===== config.mk =====
export PLATFORM = sky130hd
export DESIGN_NAME = sp_ram_bank_ctrl_flat
export DESIGN_NICKNAME = d
export VERILOG_FILES = /design/src/rtl/sp_ram_bank_ctrl_if.sv /design/src/rtl/sp_ram_bank_ctrl.sv /design/src/flat_wrapper.sv
export SDC_FILE = /design/constraint.sdc
export NUM_CORES = 1
export LEC_CHECK = 0
export CORE_UTILIZATION = 41
export CTS_CLUSTER_SIZE = 40
export DETAILED_ROUTE_END_ITERATION = 7
export PLACE_DENSITY = 0.83
export SETUP_SLACK_MARGIN = 0.05
export SLEW_MARGIN = 20
export SYNTH_ARGS = -nofsm -noshare
export SYNTH_HDL_FRONTEND = slang
export SYNTH_SLANG_ARGS = --single-unit
export TNS_END_PERCENT = 5

===== constraint.sdc =====
create_clock -name CK -period 2.55 [get_ports CK]
set_input_delay 0.3825 -clock CK [delete_from_list [all_inputs] [get_ports CK]]
set_output_delay 0.3825 -clock CK [all_outputs]
set_load 0.01 [all_outputs]

===== src/rtl/sp_ram_bank_ctrl_if.sv =====
// Request/grant bus between a core/interconnect master and the SRAM bank controller.
// Signal names carry the controller-side direction suffixes.
interface sp_ram_bank_ctrl_if #(
  parameter int ADDR_WIDTH = 14,
  parameter int DATA_WIDTH = 32
);
  logic                    req_i;
  logic                    gnt_o;
  logic [ADDR_WIDTH-1:0]   addr_i;
  logic                    we_i;
  logic [DATA_WIDTH/8-1:0] be_i;
  logic [DATA_WIDTH-1:0]   wdata_i;
  logic                    rvalid_o;
  logic [DATA_WIDTH-1:0]   rdata_o;

  modport master (
    output req_i, addr_i, we_i, be_i, wdata_i,
    input  gnt_o, rvalid_o, rdata_o
  );

  modport slave (
    input  req_i, addr_i, we_i, be_i, wdata_i,
    output gnt_o, rvalid_o, rdata_o
  );
endinterface


===== src/rtl/sp_ram_bank_ctrl.sv =====
// Front end for one 4096 x 32 byte-writable single-port SRAM bank, with a
// RUN/DRAIN/BIST interlock that hands the bank to memory BIST when idle.
module sp_ram_bank_ctrl #(
  parameter int ADDR_WIDTH = 14,
  parameter int DATA_WIDTH = 32
) (
  input  logic                    CK,
  input  logic                    RST,
  sp_ram_bank_ctrl_if.slave       bus,
  output logic [ADDR_WIDTH-3:0]   A,
  output logic [DATA_WIDTH-1:0]   DI,
  output logic [DATA_WIDTH/8-1:0] WEB,
  input  logic [DATA_WIDTH-1:0]   DO,
  input  logic                    mbist_req_i,
  output logic                    mbist_ack_o
);

  typedef enum logic [1:0] {
    RUN   = 2'd0,
    DRAIN = 2'd1,
    BIST  = 2'd2
  } state_t;

  state_t                  state_q, state_d;
  logic [ADDR_WIDTH-3:0]   a_q, a_d;
  logic [DATA_WIDTH-1:0]   di_q, di_d;
  logic                    rvalid_q, rvalid_d;
  logic                    rd_pend_q, rd_pend_d;
  logic [DATA_WIDTH-1:0]   rdata_hold_q, rdata_hold_d;
  logic                    ack_q, ack_d;
  logic                    gnt;
  logic                    issue;
  logic [DATA_WIDTH-1:0]   rdata;
  logic                    unused_addr_bits;

  assign unused_addr_bits = ^bus.addr_i[1:0];

  // BIST always wins over a same-cycle request; reset also blocks the grant.
  assign gnt   = !RST && (state_q == RUN) && !mbist_req_i && bus.req_i;
  assign issue = bus.req_i && gnt;

  // Bank port is driven combinationally on issue so the SRAM samples on the same edge.
  always_comb begin
    a_d  = a_q;
    di_d = di_q;
    WEB  = '1;
    if (issue) begin
      a_d  = bus.addr_i[ADDR_WIDTH-1:2];
      di_d = bus.wdata_i;
      if (bus.we_i) begin
        WEB = ~bus.be_i;
      end
    end
    A  = a_d;
    DI = di_d;
  end

  always_comb begin
    rvalid_d     = issue;
    rd_pend_d    = issue && !bus.we_i;
    rdata        = (rvalid_q && rd_pend_q) ? DO : rdata_hold_q;
    rdata_hold_d = rdata;
  end

  always_comb begin
    state_d = state_q;
    unique case (state_q)
      RUN:     if (mbist_req_i) state_d = DRAIN;
      DRAIN:   state_d = mbist_req_i ? BIST : RUN;
      BIST:    if (!mbist_req_i) state_d = RUN;
      default: state_d = RUN;
    endcase
    ack_d = (state_d == BIST);
  end

  always_ff @(posedge CK) begin
    if (RST) begin
      state_q      <= RUN;
      a_q          <= '0;
      di_q         <= '0;
      rvalid_q     <= 1'b0;
      rd_pend_q    <= 1'b0;
      rdata_hold_q <= '0;
      ack_q        <= 1'b0;
    end else begin
      state_q      <= state_d;
      a_q          <= a_d;
      di_q         <= di_d;
      rvalid_q     <= rvalid_d;
      rd_pend_q    <= rd_pend_d;
      rdata_hold_q <= rdata_hold_d;
      ack_q        <= ack_d;
    end
  end

  assign bus.gnt_o    = gnt;
  assign bus.rvalid_o = rvalid_q;
  assign bus.rdata_o  = rdata;
  assign mbist_ack_o  = ack_q;

endmodule

===== src/flat_wrapper.sv =====
// flat-port wrapper written by rule: the top's interface ports become plain ports
module sp_ram_bank_ctrl_flat 
#(
  parameter int ADDR_WIDTH = 14,
  parameter int DATA_WIDTH = 32
)
  (CK, RST, A, DI, WEB, DO, mbist_req_i, mbist_ack_o, bus_req_i, bus_addr_i, bus_we_i, bus_be_i, bus_wdata_i, bus_gnt_o, bus_rvalid_o, bus_rdata_o);
  sp_ram_bank_ctrl_if #(.ADDR_WIDTH(ADDR_WIDTH), .DATA_WIDTH(DATA_WIDTH)) bus_i ();
  input  logic CK;
  input  logic RST;
  output logic [ADDR_WIDTH-3:0] A;
  output logic [DATA_WIDTH-1:0] DI;
  output logic [DATA_WIDTH/8-1:0] WEB;
  input  logic [DATA_WIDTH-1:0] DO;
  input  logic mbist_req_i;
  output logic mbist_ack_o;
  input wire logic [$bits(bus_i.req_i)-1:0] bus_req_i;
  input wire logic [$bits(bus_i.addr_i)-1:0] bus_addr_i;
  input wire logic [$bits(bus_i.we_i)-1:0] bus_we_i;
  input wire logic [$bits(bus_i.be_i)-1:0] bus_be_i;
  input wire logic [$bits(bus_i.wdata_i)-1:0] bus_wdata_i;
  output wire logic [$bits(bus_i.gnt_o)-1:0] bus_gnt_o;
  output wire logic [$bits(bus_i.rvalid_o)-1:0] bus_rvalid_o;
  output wire logic [$bits(bus_i.rdata_o)-1:0] bus_rdata_o;
  assign bus_i.req_i = bus_req_i;
  assign bus_i.addr_i = bus_addr_i;
  assign bus_i.we_i = bus_we_i;
  assign bus_i.be_i = bus_be_i;
  assign bus_i.wdata_i = bus_wdata_i;
  assign bus_gnt_o = bus_i.gnt_o;
  assign bus_rvalid_o = bus_i.rvalid_o;
  assign bus_rdata_o = bus_i.rdata_o;
  sp_ram_bank_ctrl #(.ADDR_WIDTH(ADDR_WIDTH), .DATA_WIDTH(DATA_WIDTH)) u_core (.CK(CK), .RST(RST), .bus(bus_i), .A(A), .DI(DI), .WEB(WEB), .DO(DO), .mbist_req_i(mbist_req_i), .mbist_ack_o(mbist_ack_o));
endmodule

==> impl_metrics.yaml <==
outcome:
  outcome: "finished clean"
drt:
  drtAntennaViolNets: 0
  drt_iter0_drc: 89
  drtPass1Iterations: 4
  totalWireLength_um: 9908
  routed_via_density: 4.921
  num_vias: 3164
  drc: 0
  post_drt_wl_per_cell_um: 15.41
synthesis:
  synth.largest_area_cell: "dfxtp_1"
  synth_top_area_share: 0.4659
  syn-num-nets: 449
  synth_area_leaders: "dfxtp_1 (47%), mux2_2 (23%), nand2_1 (9.6%)"
  syn-instance-count: 362
  ys_seq_area_frac: 0.4659
  ys_ff_latch: 81
  avgSynthCellArea_um2: 9.616
  synth.distinct_cells: 20
  yosysWarnings: 0
  syn_area_mm2: 0.003481
timing:
  setup_slack_ps: 68.67
  finalSetupViolations: 0
  skew_ps: 7.410
  rsz0062_at_grt: "true"
  fmax_ghz: 0.4030
  hold_viol: 0
  relSlewSlack: 0.4613
  fin_crit_ps: 2481
  fin_crit_sh: 0.9731
  worst_pin_slew_ps: 808.1
  drv_slew: 0
placement:
  dpl_worst_slack_ps: -450.0
  placed_area_mm2: 0.005254
  gp_congestion: 0.7122
  hpwl_um: 6289
  io_buffers: 167
clock_network:
  cts_buffer_depth: 2
  root_buffer: "clkbuf_8"
  path_clk_slew_ps: 80
  clock-sinks: 81
  insertion_delay_ps: 340
  cts_tree: "built"
  h-tree-depth: 3
  cts_inserted_buffers: 9
global_route:
  antenna_found_initial: 0
  first_global_vias: 3032
  grt_max_degree: 80
  grt_usage: 0.2174
  grt-ovfl-total: 0
  grt_pass1_wl_um: 14790
setup_path:
  reg2reg_slack_ps: 880
  rr_worst_depth: 5
  worstSetupStartpointType: "register"
  cpPeakStageDelay_ps: 550
  r2r_start: "u_core.state_q[0]"
  r2r_end: "u_core.a_q[0]"
  required_ps: 2170
  cp-end-kind: "output pin"
  critical_path.max_fanout: 8
  crit_arrival_ps: 2100
  crit_chain: "or4b_4 -> nor2_4 -> buf_6 -> buf_12 -> mux2_4 -> buf_6"
  cpMostUsedCell: "buf_6"
  crit_type: "register to output pin"
  crit_slowest_cell: "or4b_4"
job:
  drv_cap: 0
power_and_ir_drop:
  static-leakage-power_nw: 2.383
  ir_worst_vdd_v: 0.0002825
  power_density_mw_per_mm2: 523.1
final_layout:
  drive_gt1_frac: 0.3048
  final_area_mm2: 0.005857
  final_nets: 621
  mostFrequentLayoutCells: "clkdlybuf4s50_1 (115), nand2_1 (89), dfxtp_1 (80), buf_6 (47)"
  areaGrowthSynthToFinish_pct: 68.26
  antenna_cells: 0
  fillerInstances: 628
  final_common_cell: "clkdlybuf4s50_1"
worst_hold_path:
  min_to: "u_core.di_q[2]"
  hold_depth: 2
  hp-start: "u_core.di_q[2]"
  hold_class: "register to register"
floorplanning:
  ios: 170
  core_mm2: 0.008217
  core.rowCount: 33
  dieHeight_um: 94.14
  dieWidth_um: 94.14
  start_util: 0.4236
  die-area_mm2: 0.008862
-- critical path, delay by kind of cell, from the launching register on --
family                 cells  cell delay, ps
buffers and inverters      3             430
DFF                        1             320
muxes                      1             320
and+or+nand+nor            2             690
-- power by group --
part           total [mW]  switching, mW  internal (mW)
clock network        1.21          0.437          0.771
logic               0.534          0.203          0.331
registers            1.32         0.0205           1.30
total                3.06          0.660           2.40
-- per-layer routing --
metal,share of wire,track usage,up-vias
li1,-,-,1546
met1,0.42,0.2557,1476
met2,0.49,0.3786,128
met3,0.078,0.05178,14
met4,0.017,0.08205,0
met5,0,0,-
-- layout make-up --
type	count	area, µm²	area share
Timing Repair Buffer	187	1957	0.3341
Clock buffer	10	137.6	0.02350
Clock inverter	5	127.6	0.02179
Multi-Input combinational cell	255	1881	0.3211
Sequential cell	81	1623	0.2771
Tap cell	105	131.4	0.02243
-- registers in the layout, indices dropped and copies added (netlist names) --
register             count
u_core.di_q             32
u_core.rdata_hold_q     32
u_core.a_q              12
u_core.state_q           2
u_core.bus.rvalid_o      1
u_core.mbist_ack_o       1
u_core.rd_pend_q         1
-- synthesized netlist by cell type --
cell / count
nor2_4: 1
buf_1: 3
nor2b_1: 32
a21oi_1: 44
buf_6: 1
buf_2: 1
buf_4: 3
dfxtp_1: 81
or4b_4: 1
xnor2_1: 1
nand3_1: 4
clkbuf_1: 17
nor2_1: 3
buf_12: 1
nand2_1: 89
mux2_2: 71
mux2_4: 5
nor3_1: 2
nor4b_2: 1
nand2b_1: 1
-- how the worst max path moves through the flow --
stage / startpoint / endpoint / slack (ps) / cells past startpoint
after floorplan: mbist_req_i / A[10] / 520 / 5
after global placement: mbist_req_i / A[1] / -420 / 6
after detailed placement: mbist_req_i / DI[11] / -450 / 6
after CTS: u_core.state_q[1] / DI[12] / -20 / 7
after global routing: u_core.state_q[0] / A[1] / -10 / 6
final: u_core.state_q[0] / DI[11] / 70 / 6
-- through the flow --
step / TNS [ps] / power [mW] / instances / util / hold WS (ps)
after floorplan: 0 / 1.533 / 362 / - / 433.8
after detailed placement: -18600 / 1.811 / 618 / 0.6394 / 446.3
final: 0 / 3.064 / 643 / 0.7128 / 458.5
after global placement: -17550 / 1.799 / 618 / 0.6394 / 440.4
after global routing: -73.83 / 3.200 / 643 / 0.7128 / 482.2
after CTS: -215.1 / 3.042 / 644 / 0.6845 / 457.8
-- what timing repair did --
item | CTS | global route
gates resized for setup | 234 | 53
pin swaps | 2 | 2
cloned | 4 | 0
setup endpoints to repair | 49 | 48
hold buffers | 0 | 0
setup buffers | 7 | 1
-- logic make-up after synthesis --
logic type                after synthesis  synth area share
and+or+nand+nor                       134            0.1786
xor gates and xnor gates                1          0.002517
DFF                                    81            0.4659
AOI/OAI and AO/OA                      44           0.06326
muxes                                  76            0.2513
buffers and inverters                  26           0.03846
(Power assumes the default switching activity.)
==> edit 1 (config.mk and constraints unchanged) <==
Make the reset (`RST`) asynchronous in one clocked block.
--- a/src/rtl/sp_ram_bank_ctrl.sv
+++ b/src/rtl/sp_ram_bank_ctrl.sv
@@ -74,5 +74,5 @@
   end
 
-  always_ff @(posedge CK) begin
+  always_ff @(posedge CK or posedge RST) begin
     if (RST) begin
       state_q      <= RUN;
Function: differs if RST is asserted again (counterexample within 4 cycles, from zero or initial values and one cycle with RST high); with RST held inactive, the same outputs for 10 cycles.
==> edit 1 against the original RTL <==
Synthesized cell count is 51% lower. Final area shrank 10%. Setup slack worse by 0.018 ns. Cell count is 28% lower. Sequential cell count stayed put. Area after synthesis is 9.6% lower. Non-clock buffer count fell by 9. Routed wire length decreased by 26%. Highest routed layer unchanged.
Power is not compared: it rests on default switching activity, and its combinational part moved more than twofold at a synthesized area within 25%.
==> edit 1: results (changes against the original RTL) <==
Parameter                              Value

Detailed routing
  Final wirelength    7300 µm (-26%)
  Met3 wire len    679 µm (-12%)
  Met1 wire length    2810 µm (-32%)
  Starting DRT DRC Count    56 (-37%)
  Highest Signal Layer    met4
  Post-detailed-route via-to-cell ratio    4.63 (-5.9%)
  Routed wl met2    3730 µm (-23%)

Synth
  Most frequently used flop master after synthesis    sky130_fd_sc_hd__dfrtp_1
  Gate Count Post-Synth    179 (-51%)
  Leading post-synthesis cells by cell area    sky130_fd_sc_hd__dfrtp_1 (64%), sky130_fd_sc_hd__mux2_4 (14%), sky130_fd_sc_hd__mux2_2 (14%), sky130_fd_sc_hd__mux2_1 (2.9%), sky130_fd_sc_hd__buf_6 (1.4%)
  Most used standard cells in the synthesized netlist    sky130_fd_sc_hd__dfrtp_1 (81), sky130_fd_sc_hd__mux2_2 (38), sky130_fd_sc_hd__mux2_4 (30)
  Synthesized-area fraction occupied by ao, oa, aoi and oai cells    0% (-6.3 points)
  Number of enable flip-flop cells after synthesis    0 (unchanged)
  Synthesized-area fraction occupied by adder cells    0% (unchanged)
  Multiplexer share of the synthesized area    30.8% (+5.6 points)
  Post-synthesis xor/xnor area fraction    0.278% (+0.027 points)
  Sequential fraction of the synthesis area    64.4% (+18 points)
  Number of different library cells in the post-synthesis netlist    14 (-30%)
  Mapped Nets    266 (-41%)
  Fraction of registers with async set or reset after synthesis    100% (+100 points)

Finish
  Non-filler instance count after layout    465 (-28%)
  Share of cells above drive strength 1    27.0% (-3.4 points)
  Leading registers by flop count    u_core.di_q: 32 flops, u_core.rdata_hold_q: 32 flops, u_core.a_q: 12 flops
  # fillers    513 (-18%)
  Count of inserted antenna diode cells    0 (unchanged)

CTS
  # H-tree levels    3 (unchanged)
  Clock-pin slew reported for the worst setup and hold paths after clock tree synthesis    0.07 ns
  Post-CTS Setup Bufs    0 (-7)
  Max Root-Sink Buffers    2 (unchanged)
  Insertion delay of the later-clocked pin in the worst-skew pair    0.34 ns (about the same)
  Clock root buffer    sky130_fd_sc_hd__clkbuf_8

Worst setup path
  Cell family with the largest share of critical-path delay    buffers and inverters
  CP max stage cell    sky130_fd_sc_hd__clkdlybuf4s50_1
  Delay of the slowest critical-path stage    0.48 ns (-0.07 ns)
  Largest fanout on the critical path    9 (+1)
  Data arrival time at the worst-slack endpoint    2.12 ns (+0.02 ns)

Run status
  Run status    completed

GRT
  First-pass GRT wire length    10600 µm (-28%)
  Global Route Usage Sum    18.2% (-3.5 points)
  Pin count of the biggest net entering global routing    42 (-48%)
  Number of global-route vias before repair    2201 (-27%)

Place
  Post-Place Setup Slack    0.00961 ns (+0.460 ns)
  Total half-perimeter wirelength after legalization and detailed placement    5440 µm (-14%)
  Placed Cells    449 (-27%)
  Final weighted congestion in routability-driven placement    0.731 (+2.6%)
  PortBufs    167 (unchanged)

Power
  Switching component of the power    1.12 mW
  LEAKAGE    2.56 nW
  Peak supply drop    0.480 mV

STA
  Worst-margin pin slew    0.652 ns (-0.157 ns)
  Clock Skews    0.0102 ns (+0.00276 ns)
## edit 1: area by class of cell
cell class / instances / area (µm²) / share of cell area (%)
Inverter: 2 / 12.5 / 0.238
Sequential cell: 81 / 2030 / 38.6
Timing Repair Buffer: 178 / 1850 / 35.2
Multi-Input combinational cell: 89 / 1050 / 20.1
Clock inverter: 4 / 26.3 / 0.501
Tap cell: 99 / 124 / 2.36
Clock buffer: 12 / 155 / 2.96
## edit 1: kinds of logic (layout without fill, tap and decap cells)
| logic type | count (synthesis) | after routing |
|---|---|---|
| flip-flops | 81 | 81 |
| AND/OR/NAND/NOR | 12 | 12 |
| buffers and inverters | 9 | 196 |
| multiplexers | 76 | 76 |
| XOR/XNOR | 1 | 1 |
## edit 1: repair_timing
item	CTS	global route
resized for setup	1	29
setup endpoints to repair	31	46
hold buffers	0	0
## edit 1: path summary, 6_finish.rpt
check,from,end,slack (ns),cells past startpoint
min in group asynchronous,RST,u_core.a_q[11]$_DFF_PP0_,0.59,3
worst max register to register,u_core.state_q[0]$_DFF_PP0_,u_core.a_q[4]$_DFF_PP0_,1.18,4
worst min register to register,u_core.a_q[5]$_DFF_PP0_,u_core.a_q[5]$_DFF_PP0_,0.49,1
worst min-delay path,u_core.a_q[5]$_DFF_PP0_,u_core.a_q[5]$_DFF_PP0_,0.49,1
worst max-delay path,mbist_req_i,DI[27],0.05,6
max in group asynchronous,RST,u_core.di_q[13]$_DFF_PP0_,1.32,4
## edit 1: metrics by stage
step | instance area [µm²] | util [%] | hold slack [ns] | setup TNS (ns)
after floorplan | 3150 | - | 0.449 | 0
after global placement | 4990 | 68.1 | 0.471 | 0
after detailed placement | 4990 | 68.1 | 0.477 | 0
after CTS | 5170 | 70.6 | 0.497 | 0
after global routing | 5250 | 71.6 | 0.500 | -0.0383
final | 5250 | 71.6 | 0.486 | 0
## edit 1: worst reg2reg max path: stages (launching register included)
cell	delay [ns]
sky130_fd_sc_hd__dfrtp_1	0.40
sky130_fd_sc_hd__nor2_2	0.18
sky130_fd_sc_hd__nand3_4	0.13
sky130_fd_sc_hd__buf_4	0.21
sky130_fd_sc_hd__mux2_1	0.33
## edit 1: power groups by stage
stage	Clock, mW	Combinational (mW)	Sequential (mW)
after floorplan	0	0.753	1.72
after global placement	0	1.63	1.74
after detailed placement	0	1.66	1.75
after CTS	0.876	1.67	1.73
after global routing	0.930	1.71	1.76
final	0.845	1.60	1.73
## edit 1: routing by layer
metal	GRT usage [%]	up-vias
met5	0	-
met4	7.79	0
met3	6.76	6
met2	30.7	103
met1	20.8	1062
li1	-	982
==> edit 2 (same settings) <==
Made on the original files. `ADDR_WIDTH` is set to 14 in 3 places; all go to 13.
--- a/src/rtl/sp_ram_bank_ctrl_if.sv
+++ b/src/rtl/sp_ram_bank_ctrl_if.sv
@@ -2,5 +2,5 @@
 // Signal names carry the controller-side direction suffixes.
 interface sp_ram_bank_ctrl_if #(
-  parameter int ADDR_WIDTH = 14,
+  parameter int ADDR_WIDTH = 13,
   parameter int DATA_WIDTH = 32
 );
--- a/src/rtl/sp_ram_bank_ctrl.sv
+++ b/src/rtl/sp_ram_bank_ctrl.sv
@@ -2,5 +2,5 @@
 // RUN/DRAIN/BIST interlock that hands the bank to memory BIST when idle.
 module sp_ram_bank_ctrl #(
-  parameter int ADDR_WIDTH = 14,
+  parameter int ADDR_WIDTH = 13,
   parameter int DATA_WIDTH = 32
 ) (
--- a/src/flat_wrapper.sv
+++ b/src/flat_wrapper.sv
@@ -2,5 +2,5 @@
 module sp_ram_bank_ctrl_flat 
 #(
-  parameter int ADDR_WIDTH = 14,
+  parameter int ADDR_WIDTH = 13,
   parameter int DATA_WIDTH = 32
 )
Ports: changed (resized A and bus_addr_i); port bits go from 170 to 168. The function was not compared with the original's and may differ.
==> edit 2 against the original RTL <==
Power decreased by 4.1%. Die area is essentially flat. Clock power shrank 7%. Cell count down 1.1%. Area after synthesis barely moved. Sequential cell count shrank 1. Final area decreased by 1.8%. Setup slack got worse by 0.020 ns. Routed wire length is 4.9% lower. Critical path type unchanged. Largest cell class unchanged.
==> edit 2: results (changes against the original RTL) <==
Parameter                              Value

Finish
  # fillers    619 (-1.4%)
  Layout Cell Area excl Fill    5750 µm² (-1.8%)
  Total area of multi-input combinational cells    1840 µm² (-2.4%)
  Number of multi-input combinational cells in the layout    251 (-1.6%)
  Count of nets after finishing    612 (-1.4%)
  Leading registers by flop count    u_core.di_q: 32 flops, u_core.rdata_hold_q: 32 flops, u_core.a_q: 11 flops
  Non-clock buffer count    184 (-1.6%)
  Relative area of non-clock buffer cells in the final design    33.7% (+0.27 points)

Detailed routing
  Total via count in the routed design    3110 (-1.7%)
  Post-detailed-route via-to-cell ratio    4.89 (-0.62%)
  Starting DRT DRC Count    111 (+25%)
  Final wirelength    9420 µm (-4.9%)

Synth
  Synthesized-area fraction occupied by ao, oa, aoi and oai cells    6.19% (-0.14 points)
  Number of different library cells in the post-synthesis netlist    21 (+5.0%)
  FF+latch count, synth    80 (-1.2%)
  Most used standard cells in the synthesized netlist    sky130_fd_sc_hd__nand2_1 (87), sky130_fd_sc_hd__dfxtp_1 (80), sky130_fd_sc_hd__mux2_2 (60)
  Sequential fraction of the synthesis area    46.0% (-0.54 points)
  Post-synthesis xor/xnor area fraction    0.252% (about the same)
  Leading post-synthesis cells by cell area    sky130_fd_sc_hd__dfxtp_1 (46%), sky130_fd_sc_hd__mux2_2 (19%), sky130_fd_sc_hd__nand2_1 (9.4%), sky130_fd_sc_hd__a21oi_1 (6.2%), sky130_fd_sc_hd__nor2b_1 (5.8%)

Worst setup path
  Reg-to-reg slack, setup    0.98 ns (+0.10 ns)
  Capture instance of the worst register-to-register path    u_core.di_q[9]$_SDFF_PP0_
  Capturing instance or port of the critical path    DI[13]
  Cell count of the worst reg-to-reg path    4 (-1)
  Delay of the slowest critical-path stage    0.57 ns (+0.02 ns)

STA
  Max Clock Freq    400 MHz (-0.78%)
  Worst hold slack    0.458 ns (-0.000759 ns)

Place
  Post-Place Setup Slack    -0.625 ns (-0.175 ns)
  PortBufs    165 (-1.2%)
  Final weighted congestion in routability-driven placement    0.696 (-2.3%)
  Total half-perimeter wirelength after legalization and detailed placement    6350 µm (+0.98%)

GRT
  Number of global-route vias before repair    2944 (-2.9%)

Run status
  Run status    completed
[edit 2: cell types whose count changed after synthesis, sizes merged]
cell	unedited run	this run
mux2	76	75
a21oi	44	43
nand2	89	87
dfxtp	81	80
[edit 2: timing repair]
action | in CTS | in global routing
pin swaps | 2 | 2
endpoints found under the setup margin | 48 | 47
gates cloned | 3 | 0
resized for setup | 187 | 79
setup buffers | 4 | 1
[edit 2: metal layers]
layer | GRT usage (%) | vias to the layer above | share of wire (%) | wire [µm]
met4 | 6.03 | 0 | 0.97 | 91
met3 | 5.42 | 8 | 7.3 | 691
met2 | 36.6 | 116 | 51 | 4790
li1 | - | 1523 | - | -
met5 | 0 | - | 0 | 0
met1 | 23.1 | 1463 | 41 | 3850
[edit 2: where the power goes]
group | total, mW | internal [mW] | switching [mW]
Combinational | 0.516 | 0.322 | 0.194
Clock | 1.12 | 0.652 | 0.466
Sequential | 1.30 | 1.29 | 0.0190
Total | 2.94 | 2.26 | 0.679
